## src/rtl/mips_pkg.sv

```systemverilog
// Shared MIPS decode constants, ALU opcodes and the ID/EX control bundle.
// Consumers: alu_ctrl_dec and id_ex_stage.
package mips_pkg;

  localparam logic [5:0] OP_RTYPE = 6'b000000;
  localparam logic [5:0] OP_LW    = 6'b100011;
  localparam logic [5:0] OP_SW    = 6'b101011;
  localparam logic [5:0] OP_ADDI  = 6'b001000;
  localparam logic [5:0] OP_ADDIU = 6'b001001;
  localparam logic [5:0] OP_SLTI  = 6'b001010;
  localparam logic [5:0] OP_BEQ   = 6'b000100;

  localparam logic [5:0] FN_ADD  = 6'b100000;
  localparam logic [5:0] FN_ADDU = 6'b100001;
  localparam logic [5:0] FN_SLT  = 6'b101010;

  localparam logic [3:0] ALU_ADD    = 4'b0010;
  localparam logic [3:0] ALU_SLT    = 4'b0111;
  localparam logic [3:0] ALU_SUB_EQ = 4'b0110;

  typedef struct packed {
    logic       valid;
    logic       reg_write;
    logic       mem_read;
    logic       mem_write;
    logic       mem_to_reg;
    logic       alu_src;
    logic       illegal;
    logic [3:0] alu_control;
    logic [4:0] dest;
    logic [4:0] rs;
    logic [4:0] rt;
  } ex_ctrl_t;

  // Source indices are zeroed in a bubble so it can never match a forwarding producer.
  localparam ex_ctrl_t EX_BUBBLE = '{
    valid: 1'b0, reg_write: 1'b0, mem_read: 1'b0, mem_write: 1'b0,
    mem_to_reg: 1'b0, alu_src: 1'b0, illegal: 1'b0, alu_control: ALU_ADD,
    dest: 5'd0, rs: 5'd0, rt: 5'd0
  };

  // EX/MEM wins over MEM/WB; register 0 is never forwarded.
  function automatic logic [31:0] fwd_operand(
    input logic [4:0]  idx,
    input logic [31:0] reg_val,
    input logic        xm_we,
    input logic [4:0]  xm_dest,
    input logic [31:0] xm_res,
    input logic        mw_we,
    input logic [4:0]  mw_dest,
    input logic [31:0] mw_res
  );
    if (xm_we && xm_dest != 5'd0 && xm_dest == idx) return xm_res;
    if (mw_we && mw_dest != 5'd0 && mw_dest == idx) return mw_res;
    return reg_val;
  endfunction

endpackage

```

## src/rtl/alu_ctrl_dec.sv

```systemverilog
// Combinational Opcode/Funct to ALU opcode decode; flags unsupported encodings.
module alu_ctrl_dec
  import mips_pkg::*;
(
  input  logic [5:0] opcode,
  input  logic [5:0] funct,
  output logic [3:0] alu_control,
  output logic       illegal_op
);

  always_comb begin
    alu_control = ALU_ADD;
    illegal_op  = 1'b0;
    unique case (opcode)
      OP_RTYPE: begin
        case (funct)
          FN_ADD, FN_ADDU: alu_control = ALU_ADD;
          FN_SLT:          alu_control = ALU_SLT;
          default:         illegal_op  = 1'b1;
        endcase
      end
      OP_LW, OP_SW, OP_ADDI, OP_ADDIU: alu_control = ALU_ADD;
      OP_SLTI:                         alu_control = ALU_SLT;
      OP_BEQ:                          alu_control = ALU_SUB_EQ;
      default:                         illegal_op  = 1'b1;
    endcase
  end

endmodule

```

## src/rtl/id_ex_stage.sv

```systemverilog
// ID/EX pipeline register with ALU decode, operand forwarding and load-use stall.
// Define ID_EX_FORWARDING_EN to enable EX/MEM and MEM/WB forwarding.
module id_ex_stage
  import mips_pkg::*;
(
  input  logic        Clk,
  input  logic        Reset,
  input  logic        IdValid,
  input  logic [5:0]  Opcode,
  input  logic [5:0]  Funct,
  input  logic [31:0] RsData,
  input  logic [31:0] RtData,
  input  logic [31:0] Imm,
  input  logic [4:0]  Rs,
  input  logic [4:0]  Rt,
  input  logic [4:0]  Rd,
  input  logic        RegWriteIn,
  input  logic        MemReadIn,
  input  logic        MemWriteIn,
  input  logic        MemToRegIn,
  input  logic        RegDstIn,
  input  logic        ALUSrcIn,
  input  logic        Flush,
  input  logic        StallIn,
  input  logic        ExMemRegWrite,
  input  logic [4:0]  ExMemDest,
  input  logic [31:0] ExMemResult,
  input  logic        MemWbRegWrite,
  input  logic [4:0]  MemWbDest,
  input  logic [31:0] MemWbResult,
  output logic [3:0]  ALUControl,
  output logic [31:0] DataIn0,
  output logic [31:0] DataIn1,
  output logic [31:0] StoreData,
  output logic [4:0]  DestReg,
  output logic        ExValid,
  output logic        RegWrite,
  output logic        MemRead,
  output logic        MemWrite,
  output logic        MemToReg,
  output logic        IllegalOp,
  output logic        StallOut
);

  // ExValid marks a real instruction in EX; StallOut asks PC and IF/ID to hold this cycle.
  logic [3:0]  id_alu_control;
  logic        id_illegal;
  ex_ctrl_t    ctrl_d, ctrl_q;
  logic [31:0] rs_data_q, rt_data_q, imm_q;
  logic        ex_hit, hazard;
  logic [31:0] opnd_a, opnd_b;

  alu_ctrl_dec u_dec (
    .opcode      (Opcode),
    .funct       (Funct),
    .alu_control (id_alu_control),
    .illegal_op  (id_illegal)
  );

  always_comb begin
    ctrl_d             = EX_BUBBLE;
    ctrl_d.valid       = IdValid;
    ctrl_d.reg_write   = RegWriteIn & ~id_illegal;
    ctrl_d.mem_read    = MemReadIn  & ~id_illegal;
    ctrl_d.mem_write   = MemWriteIn & ~id_illegal;
    ctrl_d.mem_to_reg  = MemToRegIn;
    ctrl_d.alu_src     = ALUSrcIn;
    ctrl_d.illegal     = id_illegal;
    ctrl_d.alu_control = id_alu_control;
    ctrl_d.dest        = RegDstIn ? Rd : Rt;
    ctrl_d.rs          = Rs;
    ctrl_d.rt          = Rt;
  end

  assign ex_hit = (ctrl_q.dest != 5'd0) && (ctrl_q.dest == Rs || ctrl_q.dest == Rt);

`ifdef ID_EX_FORWARDING_EN
  assign hazard = IdValid & ctrl_q.valid & ctrl_q.mem_read & ex_hit;
  assign opnd_a = fwd_operand(ctrl_q.rs, rs_data_q, ExMemRegWrite, ExMemDest, ExMemResult,
                              MemWbRegWrite, MemWbDest, MemWbResult);
  assign opnd_b = fwd_operand(ctrl_q.rt, rt_data_q, ExMemRegWrite, ExMemDest, ExMemResult,
                              MemWbRegWrite, MemWbDest, MemWbResult);
`else
  // Without forwarding, any in-flight writer still ahead of the register file must drain.
  logic xm_hit;
  logic unused_fwd_inputs;
  assign xm_hit = ExMemRegWrite && (ExMemDest != 5'd0) && (ExMemDest == Rs || ExMemDest == Rt);
  assign hazard = IdValid & ((ctrl_q.valid & ctrl_q.reg_write & ex_hit) | xm_hit);
  assign opnd_a = rs_data_q;
  assign opnd_b = rt_data_q;
  assign unused_fwd_inputs = ^{ExMemResult, MemWbRegWrite, MemWbDest, MemWbResult};
`endif

  always_ff @(posedge Clk) begin
    if (Reset || Flush || (!StallIn && hazard)) begin
      ctrl_q    <= EX_BUBBLE;
      rs_data_q <= '0;
      rt_data_q <= '0;
      imm_q     <= '0;
    end else if (!StallIn) begin
      ctrl_q    <= ctrl_d;
      rs_data_q <= RsData;
      rt_data_q <= RtData;
      imm_q     <= Imm;
    end
  end

  assign StallOut   = (hazard | StallIn) & ~Flush;
  assign ALUControl = ctrl_q.alu_control;
  assign DataIn0    = opnd_a;
  assign DataIn1    = ctrl_q.alu_src ? imm_q : opnd_b;
  assign StoreData  = opnd_b;
  assign DestReg    = ctrl_q.dest;
  assign ExValid    = ctrl_q.valid;
  assign RegWrite   = ctrl_q.reg_write;
  assign MemRead    = ctrl_q.mem_read;
  assign MemWrite   = ctrl_q.mem_write;
  assign MemToReg   = ctrl_q.mem_to_reg;
  assign IllegalOp  = ctrl_q.illegal;

endmodule

```

## config.mk

```make
export PLATFORM = sky130hd
export DESIGN_NAME = id_ex_stage
export DESIGN_NICKNAME = d
export VERILOG_FILES = /design/src/rtl/mips_pkg.sv /design/src/rtl/alu_ctrl_dec.sv /design/src/rtl/id_ex_stage.sv
export SDC_FILE = /design/constraint.sdc
export NUM_CORES = 1
export LEC_CHECK = 0
export CAP_MARGIN = 25
export CORE_AREA = 2 2 125 127
export CTS_CLUSTER_DIAMETER = 120
export DETAILED_ROUTE_END_ITERATION = 10
export DIE_AREA = 0 0 127 129
export PLACE_DENSITY = 0.81
export SLEW_MARGIN = 20
export SYNTH_ARGS = -nofsm -noshare
export SYNTH_HDL_FRONTEND = slang
export SYNTH_HIERARCHICAL = 1
export SYNTH_SLANG_ARGS = --single-unit
```

## constraint.sdc

```tcl
create_clock -name Clk -period 6.2 [get_ports Clk]
set_input_delay 1.86 -clock Clk [delete_from_list [all_inputs] [get_ports Clk]]
set_output_delay 1.86 -clock Clk [all_outputs]
set_load 0.02 [all_outputs]
```

# Word-level counts from Yosys, hierarchy flattened
# Cells that the tools add are included.
# totals
ff_bits	112
elab_cells	56
output_inout_bits	112
inputBits	210
# op_classes
eq_ne	13
bitwise	11
muxes	6
reduce_logical	14
# op_table
operator	n
$mux W32	1
$eq A6 B6 Y1 const B	5
$eq A5 B5 Y1	4
$eq A6 B4 Y1 const B	3
$pmux W4 S3	1
$reduce_bool A5 Y1	2
$and A1 B1 Y1	7
$eq A6 B3 Y1 const B	1
$logic_not A6 Y1	1
$reduce_or A6 Y1	1
$mux W5	1
$logic_and A1 B1 Y1	4
$logic_or A1 B1 Y1	4
$mux W3	1
$reduce_or A3 Y1	1
$not A1 Y1	2
$or A1 B1 Y1	2
$pmux W1 S2	1
$logic_not A1 Y1	1
$mux W1	1

# Longest topological paths before layout
# logic_depth
ltp_word	8
ltp_mapped	7
depth_no_buf	6

# Cells and area by module
# The synthesis kept the hierarchy.
# modules_own_cells
module	n_inst	cells_each	area_per_inst_um2
id_ex_stage	1	486	5701.7
alu_ctrl_dec	1	22	158.9

# Least setup slack after synthesis
# No wires, ideal clock.
# synth_timing
path_kind	in2out
startpoint	in StallIn
endpoint	out StallOut
t_arrival_ns	2.933
required_time_ns	4.340
cell_stages	4
path_slack_ns	1.407
cell_sequence	clkbuf_1 -> clkbuf_1 -> inv_1 -> o22ai_1
# synth_between
elab_chain_cells	2
# synth_lines
item	line	source
start: declaration	id_ex_stage.sv:24	input logic StallIn,
$or A1 B1 Y1	id_ex_stage.sv:108	assign StallOut = (hazard | StallIn) & ~Flush;
$and A1 B1 Y1	id_ex_stage.sv:108	
end: declaration	id_ex_stage.sv:42	output logic StallOut
# No other way between the ends.

# Worst setup path after layout
# layout_timing
startpoint	in Rt[3]
endpoint	out StallOut
# layout_between
elab_chain_cells	8
word_cells_on_any_way	11
classes_between	eq/ne (2); bitwise (5); reduce/logical (4)
# layout_lines
item	line	source
start: declaration	id_ex_stage.sv:15	input logic [4:0] Rt,
$eq A5 B5 Y1	id_ex_stage.sv:75	assign ex_hit = (ctrl_q.dest != 5'd0) && (ctrl_q.dest == Rs || ctrl_q.dest == Rt);
$logic_or A1 B1 Y1	id_ex_stage.sv:75	
$logic_and A1 B1 Y1	id_ex_stage.sv:75	
$and A1 B1 Y1	id_ex_stage.sv:88	assign hazard = IdValid & ((ctrl_q.valid & ctrl_q.reg_write & ex_hit) | xm_hit);
$or A1 B1 Y1 (*)	id_ex_stage.sv:88	
$and A1 B1 Y1 (*)	id_ex_stage.sv:88	
$or A1 B1 Y1 (*)	id_ex_stage.sv:108	
$and A1 B1 Y1 (*)	id_ex_stage.sv:108	
# Every way passes the cells marked *; elsewhere a longest branch is shown, timed or not.

==> impl_metrics.csv <==
group,metric,value,unit
floorplan,fp.dieW,127,µm
clocking,cts_num_sinks,112,
drt,dr_total_vias,4846,
worst_setup_path,start_kind,"input pin",
finish,register_area,2240,µm²
sta,post-route-min-period,5.82,ns
logic_synthesis,syn-num-nets,718,
worst_setup_path,r2r_cells,5,
floorplan,die_area,16400,µm²
global_routing,grt_max_degree,112,
logic_synthesis,yosysWarnings,6,
worst_setup_path,cp_max_fo,3,
power_and_ir_drop,switching_share,26.6,%
power_and_ir_drop,worst_ir_drop_vdd,119,µV
sta,final_max_slew_viol_count,0,
clocking,clockBufferDepth,2,
global_routing,grt_pass1_wl,26000,µm
clocking,clock-root-buffer,"clkbuf_16",
sta,setup_violations,0,
clocking,clk_pin_slew,0.08,ns
sta,setup_tns,0,ns
worst_setup_path,worstPathArrival,3.96,ns
finish,multi_input_area,3270,µm²
floorplan,io-pin-count,322,
floorplan,die_height,129,µm
power_and_ir_drop,powerDensity,198,nW/µm²
finish,areaGrowthSynthToFinish,47.5,%
sta,worst_pin_slew,1.05,ns
power_and_ir_drop,power.leakage,3.10,nW
sta,finClkSkew,0.00716,ns
logic_synthesis,synth_cell_types,36,
global_routing,grt_pass1_vias,4991,
clocking,cts-buffers-inserted,9,
placement,dp_cells,886,
global_routing,grt_overflow_total,0,
logic_synthesis,async_flop_share,0,%
finish,layout_common_cells,"clkdlybuf4s50_1, dfxtp_1, mux2i_1",
logic_synthesis,yosys.area.top_type,"dfxtp_1",
drt,drc,0,
clocking,postCtsSetupBuffers,0,
global_routing,grt_antenna_before_repair,0,
logic_synthesis,synth_ff_type,"dfxtp_1",
clocking,htree_levels,3,
finish,nFillCells,1232,
floorplan,core,15000,µm²
outcome,status,"completed",
finish,final_cells,902,
floorplan,num_rows,45,
logic_synthesis,syn_avg_cell_area,11.5,µm²
sta,fmax,0.172,GHz
worst_setup_path,crit_path_end_kind,"primary output",
logic_synthesis,synth_top_area_share,38.3,%
sta,finalHoldViolations,0,
clocking,postCtsResizedCells,0,
clocking,tritoncts,"built",
logic_synthesis,synth_area,5860,µm²
logic_synthesis,synth_cells,508,
global_routing,grt.total_usage,19.5,%
drt,wl_per_cell,18.2,µm
finish,antenna_cells,0,
placement,post-dp-hpwl,11100,µm
drt,first_pass_iters,4,
drt,vias_per_cell,5.37,
drt,drt_iter0_drc,270,
drt,ant_nets,0,
placement,finalWeightedCongestion,0.823,
finish,drive_gt1_share,20.9,%
power_and_ir_drop,p_int,1.26,mW
placement,io_buffers,251,
floorplan,initial_core_util,39.1,%
finish,final_common_cell,"clkdlybuf4s50_1",
worst_setup_path,required,4.34,ns
worst_setup_path,worstSetupPathType,"input pin to primary output",
hold_path,min_path_cells,2,
power_and_ir_drop,power.share.sequential,44.5,%
logic_synthesis,ys_seq_elements,112,
logic_synthesis,seq_area_frac_synth,38.3,%
drt,postRouteWirelength,16400,µm
sta,max_slew_margin,29.7,%
clocking,postCtsHoldBufs,0,
hold_path,hold_class,"flop to flop",
power_and_ir_drop,clkPwrFrac,35.0,%
logic_synthesis,synth_area_leaders,"dfxtp_1, a211oi_2, mux2i_1, mux2_2, xnor2_1",
run,drv_cap,0,
sta,timing.final.crit_share,93.9,%
sta,rsz0062_at_grt,"no",
logic_synthesis,synth-edff-count,0,
clocking,insertion_delay,0.35,ns
power_and_ir_drop,power.net_switching,0.456,mW
finish,final_nets,919,
power_and_ir_drop,power_frac_comb,20.5,%
worst paths after layout:
check / start / endpoint / slack (ns)
setup / recovery: Rt[3] / StallOut / 0.38
hold / removal: ExValid / ExValid / 0.53
setup reg to reg: DestReg[4] / MemRead / 3.94
hold reg to reg: ExValid / ExValid / 0.53
sequential cells by signal, indices dropped and copies added, names as in the netlist:
name / flops
ALUControl: 4
DataIn0: 32
DestReg: 5
ExValid: 1
IllegalOp: 1
MemRead: 1
MemToReg: 1
MemWrite: 1
RegWrite: 1
StoreData: 32
ctrl_q: 1
imm_q: 32
Yosys cell counts, types with 6 or more instances:
cell	instances
buf_6	10
a211oi_1	21
dfxtp_1	112
mux2_2	32
xnor2_1	20
mux2i_1	109
a21oi_1	6
buf_4	11
a211oi_2	90
clkbuf_1	44
nand2_1	6
nor2_1	11
nand3_1	6
layout make-up:
type | instances | share of cell area, %
clock inverters | 6 | 0.781
repair buffers | 255 | 29.9
multi-input cells | 329 | 37.8
well taps | 188 | 2.72
flip-flops and latches | 112 | 25.9
clock buffers | 10 | 2.76
inverters | 2 | 0.0868
power by group through the flow:
stage / clock, mW / combinational [mW] / sequential (mW)
floorplan: 0 / 0.172 / 0.789
global placement: 0 / 0.345 / 0.777
detailed placement: 0 / 0.351 / 0.778
CTS: 0.619 / 0.353 / 0.761
global route: 0.647 / 0.374 / 0.765
finish: 0.599 / 0.351 / 0.761
kinds of logic after synthesis:
group           Yosys count  synth area share, %
compound gates          132                 24.5
simple gates             34                 3.07
other cells               2                0.128
flops                   112                 38.3
mux                     141                 24.8
xor+xnor                 20                 2.99
buf+inv                  67                 6.28
worst max-delay path, stage by stage:
cell	delay, ns
clkdlybuf4s50_1	0.56
xnor2_1	0.15
nand3_1	0.09
o22ai_1	0.27
a32oi_1	0.20
o22ai_1	0.16
clkdlybuf4s50_1	0.68
stage by stage:
stage	hold slack (ns)	setup WS [ns]	util [%]	area [µm²]	power, mW
global placement	0.480	0.404	55.7	8340	1.12
detailed placement	0.515	0.406	55.7	8340	1.13
finish	0.527	0.379	57.7	8650	1.71
global route	0.558	0.228	57.7	8650	1.79
CTS	0.528	0.405	57.7	8650	1.73
floorplan	0.465	1.41	-	5860	0.961
per-layer routing:
metal / vias to the layer above / share of wire, % / track usage, % / wire length (µm)
met5: - / 0 / 0 / 0
met4: 0 / 1.9 / 6.72 / 314
met3: 25 / 6.4 / 4.45 / 1050
met2: 181 / 48 / 33.2 / 7880
met1: 2338 / 44 / 24.5 / 7150
li1: 2302 / - / - / -
(Power assumes the default switching activity.)
==> RTL edit 1: new RTL, same flow settings <==
Put a register stage on the output `StoreData`, without a reset. The value now appears one clock later. The other outputs are not delayed to match.
--- a/src/rtl/id_ex_stage.sv
+++ b/src/rtl/id_ex_stage.sv
@@ -111,3 +111,5 @@
   assign DataIn1    = ctrl_q.alu_src ? imm_q : opnd_b;
-  assign StoreData  = opnd_b;
+  always_ff @(posedge Clk) begin
+    StoreData <= opnd_b;
+  end
   assign DestReg    = ctrl_q.dest;
Formal check against the unedited RTL: not equivalent (Yosys sat finds a counterexample within 4 cycles, from zero or initial values).
==> RTL edit 1 against the unedited design <==
  * Combinational power about the same
  * Total power increased by 37%
  * Utilization grew 6.3 points
  * Setup slack gained 23 ps
  * Wire length grew 6.5%
  * Design area is 11% higher
  * Sequential cell count up 32
  * Fmax rose by 0.40%
  * Area after synthesis up 11%
  * Sequential share of layout area is 4.1 points higher
  * Sequential power is 28% higher
==> RTL edit 1: results (changes against the unedited design) <==
Place:
- The instance area after placement was 8990 um^2 (was 8340 um^2).

Yosys:
- The area share of xor/xnor cells in the synthesized design was 2.69% (was 2.99%).
- Top cells by area in the synthesized netlist: sky130_fd_sc_hd__dfxtp_1 44%, sky130_fd_sc_hd__a211oi_2 17%, sky130_fd_sc_hd__mux2i_1 17% (was sky130_fd_sc_hd__dfxtp_1 38%, sky130_fd_sc_hd__a211oi_2 19%, sky130_fd_sc_hd__mux2i_1 19%).
- The sequential area share after synthesis came to 44.3% (was 38.3%).
- The number of instances in the synthesized netlist is 540 (was 508).

Layout:
- The non-filler instance count after layout is 951 (was 902).
- The number of nets in the finished design is 960 (was 919).
- The filler cell count is 1173 (was 1232).

Pwr:
- The reported leakage power is 0.00351 uW (was 0.00310 uW).
- The maximum vdd drop is 0.244 mV (was 0.119 mV).
- The total power density per cell area is 245 nW/um^2 (was 198 nW/um^2).

Global routing:
- The met1 track demand over resource in global routing was 24.5% (about the same).
- The met2 track utilization from global routing was 37.1% (was 33.2%).
- The wire length of the first global-routing pass came to 27600 um (was 26000 um).
- The via count of the first global-routing pass came to 5358 (was 4991).

Detailed routing:
- The routed length on met1 was 7200 um (was 7150 um).
- The average wire per cell in the routed design came to 18.4 um (was 18.2 um).
- The via density per instance came to 5.39 (was 5.37).
- The amount of wire on met2 after detailed routing is 8960 um (was 7880 um).

Clocking:
- The total CTS buffers came to 17 (was 9).

STA:
- The relative max-transition margin is 36.9% (was 29.7%).
- The post-route clock skew is 11.1 ps (was 7.16 ps).

Critical path:
- The reg-to-reg critical path endpoint was imm_q[3]$_SDFFE_PP0N_ (was MemRead$_SDFFE_PP0N_).
- The minimum setup slack among reg-to-reg paths is 3710 ps (was 3940 ps).
- The launch instance of the worst register-to-register path is DestReg[2]$_SDFFE_PP0N_ (was DestReg[4]$_SDFFE_PP0N_).

Status:
- Outcome: complete, no violations (unchanged).

Hold path:
- The hold-critical path depth is 0 (was 2).
[RTL edit 1: cell types whose count changed in the layout (fill, tap and decap cells not counted), sizes merged]
cell	delta
bufinv	+1
buf	+1
clkbuf	+10
clkinv	+4
clkinvlp	+1
dfxtp	+32
[RTL edit 1: final cells by class]
class / count / area, um^2 / area share (%)
multi-input cells: 329 / 3270 / 34.1
inverters: 2 / 7.51 / 0.0783
well taps: 188 / 235 / 2.45
clock inverters: 12 / 133 / 1.38
flip-flops and latches: 144 / 2880 / 30.1
clock buffers: 20 / 467 / 4.87
repair buffers: 256 / 2590 / 27.0
[RTL edit 1: worst max path at each step]
stage	end	slack [ps]	startpoint	cells past startpoint
after floorplan	StallOut	1410	StallIn	4
after global placement	StallOut	460	Rt[0]	7
after detailed placement	StallOut	440	Rt[0]	7
after CTS	StallOut	430	Rt[0]	7
after global routing	StallOut	310	Rt[3]	7
final	StallOut	400	Rt[0]	7
==> RTL edit 2: new RTL, same settings <==
Without the edit above. Build with the macro `ID_EX_FORWARDING_EN` defined.
--- a/src/rtl/id_ex_stage.sv
+++ b/src/rtl/id_ex_stage.sv
@@ -2,2 +2,4 @@
 // Define ID_EX_FORWARDING_EN to enable EX/MEM and MEM/WB forwarding.
+`define ID_EX_FORWARDING_EN
+
 module id_ex_stage
Check against the original RTL: not equivalent (Yosys sat finds a counterexample within 4 cycles, from zero or initial values).
==> RTL edit 2 against the unedited design <==
  * Area after synthesis up 8.3%
  * Wire length increased by 48%
  * Sequential cell count rose by 10
  * Total power rose by 33%
  * Design area rose by 23%
  * Non-clock buffer count grew 126
  * Setup slack worse by 340 ps
  * Sequential share of layout area is 2.9 points lower
  * Largest cell class is now buffers
  * Largest power group is now clock
==> RTL edit 2: results (changes against the unedited design) <==
Status:
- Outcome: complete, no violations (unchanged).

STA:
- The relative max-transition margin is 37.0% (was 29.7%).

Yosys:
- The count of distinct cell types in the synthesized netlist is 41 (was 36).
- Top cells by area in the synthesized netlist: sky130_fd_sc_hd__dfxtp_1 38%, sky130_fd_sc_hd__a22o_1 16%, sky130_fd_sc_hd__mux2_2 6.6% (was sky130_fd_sc_hd__dfxtp_1 38%, sky130_fd_sc_hd__a211oi_2 19%, sky130_fd_sc_hd__mux2i_1 19%).
- The sequential area share after synthesis is 38.5% (was 38.3%).
- The mean post-synth cell area is 9.21 um^2 (was 11.5 um^2).
- The net count after synthesis is 899 (was 718).
- Synth top cells by count: 122 x sky130_fd_sc_hd__dfxtp_1, 118 x sky130_fd_sc_hd__a22o_1, 38 x sky130_fd_sc_hd__nor2_1 (was 112 x sky130_fd_sc_hd__dfxtp_1, 109 x sky130_fd_sc_hd__mux2i_1, 90 x sky130_fd_sc_hd__a211oi_2).

Clocking:
- The clock transition time at the flip-flop clock pins of the worst setup and hold paths came to 50 ps (was 80 ps).
- The clock insertion delay at the later pin of the skew report is 410 ps (was 350 ps).
- The maximum level of the CTS H-tree is 4 (was 3).

Pwr:
- The net load switching power is 567 uW (was 456 uW).
- The sequential share of power is 36.6% (was 44.5%).
- The maximum vdd drop is 0.176 mV (was 0.119 mV).
- The share of total power consumed by net switching is 25.0% (was 26.6%).
- The heaviest power group is clock (was registers).

Detailed routing:
- The iteration count of the initial detailed-routing pass is 5 (was 4).
- The wire length reported by the detailed router is 24200 um (was 16400 um).
- The number of design-rule violations left by the first detailed-router iteration is 537 (was 270).

Global routing:
- The via count of the first global-routing pass is 6792 (was 4991).
- The total routing resource utilization after global routing came to 28.2% (was 19.5%).
- The pin count of the biggest net entering global routing is 66 (was 112).
- The wire length of the first global-routing pass is 36400 um (was 26000 um).

Critical path:
- The longest individual stage delay on the worst path is 570 ps (was 680 ps).
- The data arrival time of the worst path is 4300 ps (was 3960 ps).
- The peak fanout along the critical path came to 9 (was 3).

Place:
- The estimated wirelength of the detail-placed design was 16500 um (was 11100 um).
- The quantity of I/O buffers inserted on ports is 321 (was 251).
- The post-place setup slack is -268 ps (was 406 ps).
- The instance area after placement is 9940 um^2 (was 8340 um^2).
- The routability-driven placement congestion ratio is 0.843 (was 0.823).

Layout:
- The number of nets in the finished design came to 1226 (was 919).
- The non-filler instance count after layout was 1217 (was 902).
## RTL edit 2: cell count changes after synthesis, sizes merged, moves of 7 or more
cell and delta:
nor2 +27, a211oi -110, a21oi +29, or3 +31, dfxtp +10, a22o +118, o21ai +33, mux2i -76
inv +33, nor3 +32, clkbuf -7, a31oi +32, buf +15
## RTL edit 2: logic make-up after synthesis
logic type | Yosys count | share of synthesized area, %
muxes | 70 | 11.8
xor gates and xnor gates | 30 | 4.14
buffers and inverters | 108 | 7.85
and+or+nand+nor | 126 | 10.6
other | 2 | 0.118
AOI/OAI and AO/OA | 231 | 27.0
DFF | 122 | 38.5
## RTL edit 2: layout make-up
cell class	count	area, um^2
Timing Repair Buffer	381	3730
Sequential cell	122	2440
Multi-Input combinational cell	459	3480
Clock inverter	7	87.6
Fill cell	1177	4360
Inverter	35	131
Clock buffer	25	505
Tap cell	188	235
## RTL edit 2: routing by layer
layer	routed length (um)	global-route usage (%)
met1	9750	32.4
met2	12000	50.4
met3	1750	7.61
met4	704	10.9
met5	0	0
## RTL edit 2: path summary, 6_finish.rpt
path | startpoint | end | slack [ps] | cells after the start
max | MemWbDest[1] | StoreData[0] | 40 | 9
min | imm_q[17]$_SDFFE_PP0N_ | imm_q[17]$_SDFFE_PP0N_ | 470 | 1
max reg2reg | DestReg[4]$_SDFFE_PP0N_ | rs_data_q[8]$_SDFFE_PP0N_ | 4040 | 5
min reg2reg | imm_q[17]$_SDFFE_PP0N_ | imm_q[17]$_SDFFE_PP0N_ | 470 | 1
## RTL edit 2: what timing repair did
action / 4_1_cts / 5_1_grt
setup buffers: 3 / 4
endpoints found under the hold margin: 0 / 0
pin swaps: 4 / 5
setup endpoints to repair: 92 / 34
cloned: 1 / 3
gates resized for setup: 96 / 35
